[src/rtl/round_robin_arbiter_param_slicing.sv]
// rtl/round_robin_arbiter_param_slicing.sv - round-robin arbiter granting each requester a programmable time slice
// Two-state FSM; a grant lasts SLICE_LEN[i] cycles (0 treated as 1) unless released early.
module round_robin_arbiter_param_slicing #(
   parameter int N       = 4,
   parameter int SLICE_W = 4,
   localparam int ID_W   = (N > 1) ? $clog2(N) : 1
) (
   input  logic                   clk,
   input  logic                   rst,
   input  logic [N-1:0]           REQ,
   input  logic [N*SLICE_W-1:0]   SLICE_LEN,
   output logic [N-1:0]           GNT,
   output logic [ID_W-1:0]        GNT_ID,
   output logic                   GNT_VLD,
   output logic [SLICE_W-1:0]     SLICE_LEFT
);

   typedef enum logic {IDLE, BUSY} state_t;

   state_t             state_q;
   logic [ID_W-1:0]    ptr_q;
   logic [N-1:0]       gnt_q;
   logic [ID_W-1:0]    gnt_id_q;
   logic               gnt_vld_q;
   logic [SLICE_W-1:0] slice_left_q;

   logic               found;
   logic [ID_W-1:0]    pick_id;
   logic [ID_W-1:0]    cand;
   logic [SLICE_W-1:0] len_fld [N];
   logic [SLICE_W-1:0] pick_len;
   logic               search;

   logic [N-1:0]       gnt_d;
   logic [ID_W-1:0]    ptr_d;
   logic [SLICE_W-1:0] slice_left_d;

   for (genvar g = 0; g < N; g++) begin : g_len
      assign len_fld[g] = SLICE_LEN[g*SLICE_W +: SLICE_W];
   end

   // First requester at or above ptr_q, wrapping N-1 -> 0.
   always_comb begin
      int idx;
      idx     = 0;
      cand    = '0;
      found   = 1'b0;
      pick_id = '0;
      for (int k = 0; k < N; k++) begin
         idx = int'(ptr_q) + k;
         if (idx >= N) begin
            idx = idx - N;
         end
         cand = ID_W'(idx);
         if (!found && REQ[cand]) begin
            found   = 1'b1;
            pick_id = cand;
         end
      end
   end

   assign pick_len     = len_fld[pick_id];
   assign slice_left_d = (pick_len == '0) ? SLICE_W'(1) : pick_len;
   assign gnt_d        = N'(1) << pick_id;
   assign ptr_d        = (pick_id == ID_W'(N - 1)) ? '0 : pick_id + ID_W'(1);

   // A new arbitration round happens when idle, on early release, or on the last slice cycle.
   assign search = (state_q == IDLE) || !REQ[gnt_id_q] || (slice_left_q == SLICE_W'(1));

   always_ff @(posedge clk or posedge rst) begin
      if (rst) begin
         state_q      <= IDLE;
         ptr_q        <= '0;
         gnt_q        <= '0;
         gnt_id_q     <= '0;
         gnt_vld_q    <= 1'b0;
         slice_left_q <= '0;
      end else begin
         case (state_q)
            IDLE, BUSY: begin
               if (search) begin
                  if (found) begin
                     state_q      <= BUSY;
                     ptr_q        <= ptr_d;
                     gnt_q        <= gnt_d;
                     gnt_id_q     <= pick_id;
                     gnt_vld_q    <= 1'b1;
                     slice_left_q <= slice_left_d;
                  end else begin
                     state_q      <= IDLE;
                     gnt_q        <= '0;
                     gnt_id_q     <= '0;
                     gnt_vld_q    <= 1'b0;
                     slice_left_q <= '0;
                  end
               end else begin
                  slice_left_q <= slice_left_q - SLICE_W'(1);
               end
            end
            default: begin
               state_q <= IDLE;
            end
         endcase
      end
   end

   assign GNT        = gnt_q;
   assign GNT_ID     = gnt_id_q;
   assign GNT_VLD    = gnt_vld_q;
   assign SLICE_LEFT = slice_left_q;

endmodule

[config.mk]
export PLATFORM = sky130hd
export DESIGN_NAME = round_robin_arbiter_param_slicing
export DESIGN_NICKNAME = d
export VERILOG_FILES = /design/src/rtl/round_robin_arbiter_param_slicing.sv
export SDC_FILE = /design/constraint.sdc
export NUM_CORES = 1
export LEC_CHECK = 0
export CAP_MARGIN = 5
export CORE_ASPECT_RATIO = 1.2
export CORE_UTILIZATION = 46
export DETAILED_ROUTE_END_ITERATION = 16
export PLACE_DENSITY_LB_ADDON = 0.25
export SYNTH_ARGS = -nofsm -noshare
export SYNTH_HDL_FRONTEND = slang
export SYNTH_SLANG_ARGS = --single-unit
[constraint.sdc]
create_clock -name clk -period 4.6 [get_ports clk]
set_input_delay 0.92 -clock clk [delete_from_list [all_inputs] [get_ports clk]]
set_output_delay 0.92 -clock clk [all_outputs]
set_load 0.01 [all_outputs]
[Word-level counts from Yosys, hierarchy flattened]
Cells that the tools add are included.
Storage, ports and cells
  word-level logic and storage cells: 72
  register bits after elaboration: 13
  output and inout bits: 11
Cells by class
  magnitude comparators: 10
  multiplexer cells: 32
  equal/unequal tests: 2
  shift-type cells: 1
  add/sub/neg operators: 9
  bitwise gates (word level): 2
  reductions and logical operators: 11
Operators by type and width (count)
  4-bit two-way mux: 6
  2-bit two-way mux: 10
  2-bit by 3-bit less-than comparator with 1-bit output (second input constant): 5
  3-bit >= comparator (second input constant): 4
  1-bit binary-select mux with 2-bit select: 5
  1-bit two-way mux: 10
  4-bit binary-select mux with 2-bit select: 1
  2-bit by 1-bit subtractor with 2-bit output (second input constant): 4
  2-bit by 2-bit adder with 3-bit output (second input constant): 2
  4-bit by 1-bit == test with 1-bit output (second input constant): 1
  1-bit logical NOT: 4
  4-bit logical NOT: 1
  1-bit by 2-bit left shift with 4-bit output (first input constant): 1
  4-bit by 1-bit subtractor with 4-bit output (second input constant): 1
  2-bit by 1-bit adder with 3-bit output (second input constant): 1
  2-bit by 3-bit >= comparator with 1-bit output (second input constant): 1
  1-bit logical AND: 3
  2-bit NOT with 3-bit output: 1
  2-bit by 1-bit adder with 2-bit output (second input constant): 1
  2-bit == test (second input constant): 1
  1-bit logical OR: 2
  2-bit AND reduction: 1
  1-bit NOT: 1

[Logic depth before layout (Yosys ltp)]
  depth after elaboration: 22
  gate-level depth with buffers: 8
  depth with buffers taken out: 7

[Worst setup path before layout]
Ideal clock, no wire load.
  kind: input-to-reg
  start point: in REQ[2]
  end point: reg slice_left_q[0] (netlist: SLICE_LEFT[0])
  path buffers: 1
  slack: 2.092 ns
  data required time: 4.474 ns
  arrival: 2.382 ns
  stages: 7
  path through: nor2b_4 a221o_1 and2_4 buf_6 o211a_1 o22a_1 a311o_1
Between the ends
  cells in the longest elaborated chain, start to end: 20
  elaborated cells between the ends (all ways): 35
  those cells by class: mux (24); bitwise (1); reduce/logical (10)
RTL lines
  start: declaration: RTL line 10  | input logic [N-1:0] REQ,
  1-bit binary-select mux with 2-bit select: RTL line 55  | if (!found && REQ[cand]) begin
  1-bit two-way mux (implied by the code): RTL line 55
  1-bit two-way mux: RTL line 55
  1-bit logical NOT: RTL line 55
  1-bit logical AND: RTL line 55
  1-bit two-way mux: RTL line 55
  1-bit logical NOT: RTL line 55
  1-bit logical AND: RTL line 55
  [... 3 more ...]
  2-bit two-way mux: RTL line 55
  2-bit NOT with 3-bit output (implied by the code): RTL line 62  | assign pick_len = len_fld[pick_id];
  4-bit binary-select mux with 2-bit select: RTL line 62
  4-bit two-way mux (implied by the code) (2 in a row): RTL line 62
  4-bit logical NOT: RTL line 63  | assign slice_left_d = (pick_len == '0) ? SLICE_W'(1) : pick_len;
  4-bit two-way mux: RTL line 63
  4-bit two-way mux: RTL line 82  | if (found) begin
  4-bit two-way mux *: RTL line 81  | if (search) begin
  end signal: assignment: RTL line 88  | slice_left_q <= slice_left_d;
  end signal: assignment: RTL line 97  | slice_left_q <= slice_left_q - SLICE_W'(1);
  end: declaration: RTL line 25  | logic [SLICE_W-1:0] slice_left_q;
Every way passes the cells marked *; elsewhere a longest branch is shown, timed or not. The select of a mux whose other input is x is not followed.
A chain may end at the register's enable or synchronous reset.

[Worst setup path in the final report]
Same ends and word-level chain as after synthesis.

==> flow_summary.json <==
{
  "outcome": "completed",
  "hold_buffers": 0,
  "use_met3_pct": 3.30,
  "cts_buffers": 3,
  "syn2layout_area_growth_pct": 39.6,
  "max_freq_mhz": 332,
  "port_buffers": 32,
  "power.density_nw_per_um2": 577,
  "netlist_area_um2": 887,
  "antenna_found_initial": 0,
  "num_rows": 17,
  "cts.sinks": 13,
  "worst_ep_required_time_ps": 4760,
  "grtUsageMet2_pct": 37.2,
  "grt_setup_unrepaired": "false",
  "cts_root_buf": "clkbuf_4",
  "n_antenna_cell": 0,
  "timing.setup.tns_ps": 0,
  "worstPathArrival_ps": 3170,
  "seq_power_share_pct": 29.6,
  "clock_latency_ps": 280,
  "syn_inst": 93,
  "setup_slack_ps": 1590,
  "worst_pin_slew_ps": 834,
  "period_needed_ps": 3010,
  "grt.total_usage_pct": 22.3,
  "critPathLaunchType": "input port",
  "drtIter0Drc": 12,
  "ant_nets": 0,
  "die_x_um": 42.1,
  "final_cell_count_no_fill": 145,
  "critPathKind": "input port to register",
  "postSynthAreaPerCell_um2": 9.54,
  "io_pins": 33,
  "core_area_um2": 1830,
  "p_comb_share_pct": 60.7,
  "top_usage_layer": "met2",
  "dp.final_hpwl_um": 1590,
  "slew_viol_final": 0,
  "syn-num-nets": 121,
  "grt_max_degree": 16,
  "yosysTopAreaCell": "dfrtp_1",
  "p_leak_nw": 0.560,
  "synth_top_cell_area_share_pct": 36.7,
  "drc": 0,
  "final_cell_mix": "clkdlybuf4s50_1 (32), inv_1 (14), dfrtp_1 (13)",
  "path_cells": "clkdlybuf4s50_1 > mux2i_1 > a221oi_1 > o21ai_1 > nand2_1 > a211oi_1 > a311o_1",
  "yosys_warnings": 0,
  "clk_pin_slew_worst_paths_ps": 80,
  "grt_pass1_vias": 821,
  "grt.overflow.total": 0,
  "initial_core_util_pct": 48.5,
  "synth_cell_types": 31,
  "synth_seq_area_share_pct": 36.7,
  "cap_violations": 0,
  "grtUsageMet1_pct": 27.3,
  "crit_slowest_cell": "clkdlybuf4s50_1",
  "clock_skew_ps": 4.98,
  "vias": 804,
  "via_per_inst": 5.54,
  "finalNetCount": 155,
  "hold_class": "register to register",
  "post_drt_wl_per_cell_um": 14.5,
  "postLayoutCoreUtil_pct": 67.7,
  "hold_viol_final": 0,
  "vdd_drop_max_mv": 0.373,
  "setup_viol": 0,
  "gp_congestion": 0.788,
  "pre_cts_ws_ps": 1320,
  "p_int_w": 0.000413,
  "post-route-period-util_pct": 65.4,
  "final_common_cell": "clkdlybuf4s50_1",
  "synth_seq_cells": 13,
  "swShare_pct": 42.3,
  "crit_fanout": 15,
  "fp.dieH_um": 50.1,
  "switching_power_w": 0.000302,
  "post_cts_buffers": 0,
  "cts_resized": 0,
  "wl_um": 2100,
  "clockPowerShare_pct": 9.7,
  "drive_above_1_share_pct": 7.94,
  "die-area_um2": 2110,
  "place_inst": 141,
  "grt_pass1_wl_um": 3540,
  "clock_path_buffers": 2,
  "cts_max_level": 1,
  "worstSetupEndpointType": "register",
  "synth_area_leaders": "dfrtp_1 (37%), ha_1 (8.5%), inv_1 (5.9%), mux2i_1 (4.5%), mux2_2 (3.8%)",
  "cpPeakStageDelay_ps": 560,
  "dr.pass1.iters": 4,
  "cts_tree": "built",
  "maxSlewHeadroom_pct": 44.0
}
[Yosys cell counts, drive strengths merged]
master  instances
xnor2           2
mux2i           4
and2            2
nand3           6
nor2            3
nor3            1
o211a           2
a211oi          4
a221oi          2
a21boi          3
a311o           1
ha              6
dfrtp          13
o32ai           2
o22a            1
nor2b           2
or4             1
inv            15
o22ai           2
a21oi           2
mux2            3
nand2           4
buf             1
a221o           1
o21ai           8
clkbuf          2
[flip-flops by register name, summed over array words and instances (netlist names)]
signal / flops
GNT_VLD: 1
GNT_ID: 2
ptr_q: 2
GNT: 4
SLICE_LEFT: 4
[stage by stage]
step | hold slack, ps | total power [W] | instance area (µm²)
after floorplan | 518 | 0.000490 | 887
after global placement | 537 | 0.000634 | 1210
after detailed placement | 528 | 0.000646 | 1210
after CTS | 552 | 0.000722 | 1240
after global routing | 586 | 0.000777 | 1240
final | 547 | 0.000715 | 1240
[final timing paths]
kind                                from       endpoint  slack (ps)  cells past startpoint
max                               REQ[2]  SLICE_LEFT[0]        1590                      7
min                               GNT[3]         GNT[3]         550                      2
max reg2reg                SLICE_LEFT[0]  SLICE_LEFT[0]        2260                      6
min reg2reg                       GNT[3]         GNT[3]         550                      2
max in group asynchronous            rst         GNT[0]        3320                      2
min in group asynchronous            rst  SLICE_LEFT[0]         950                      2
[cell families (layout without fill, tap and decap cells)]
logic type      Yosys count  after routing  synth area share, %
buf+inv                  18             51                 8.46
compound gates           28             28                 24.4
flops                    13             13                 36.7
fa+ha+maj                 6              6                 8.46
mux                       7              7                 8.32
xor+xnor                  2              2                 1.97
simple gates             19             19                 11.7
[power groups by stage]
stage                     Combinational (W)  Sequential (W)  Clock (W)
after global placement             0.000423        0.000211          0
after floorplan                    0.000266        0.000224          0
final                              0.000434        0.000212  0.0000690
after global routing               0.000482        0.000218  0.0000767
after CTS                          0.000437        0.000212  0.0000726
after detailed placement           0.000432        0.000214          0
[final cells by class]
type / instances / area (µm²)
clock buffer: 4 / 26.3
fill: 149 / 591
inverter: 15 / 56.3
multi-input combinational: 62 / 487
sequential: 13 / 325
tap: 19 / 23.8
timing repair buffer: 32 / 320
[worst max-delay path: cells and delay by family]
| kind | cells | cell delay [ps] |
|---|---|---|
| AO/OA/AOI/OAI | 4 | 1240 |
| buffers and inverters | 1 | 560 |
| multiplexers | 1 | 130 |
| AND/OR/NAND/NOR | 1 | 320 |
[routing by layer]
layer  routed length (µm)  part of all wire, %  up-vias
met5                    0                    0        -
met1                  909                   43      375
met2                 1010                   48       30
li1                     -                    -      395
met4                   45                  2.1        0
met3                  139                  6.6        4
No activity file was read; power rests on OpenSTA's default activity.
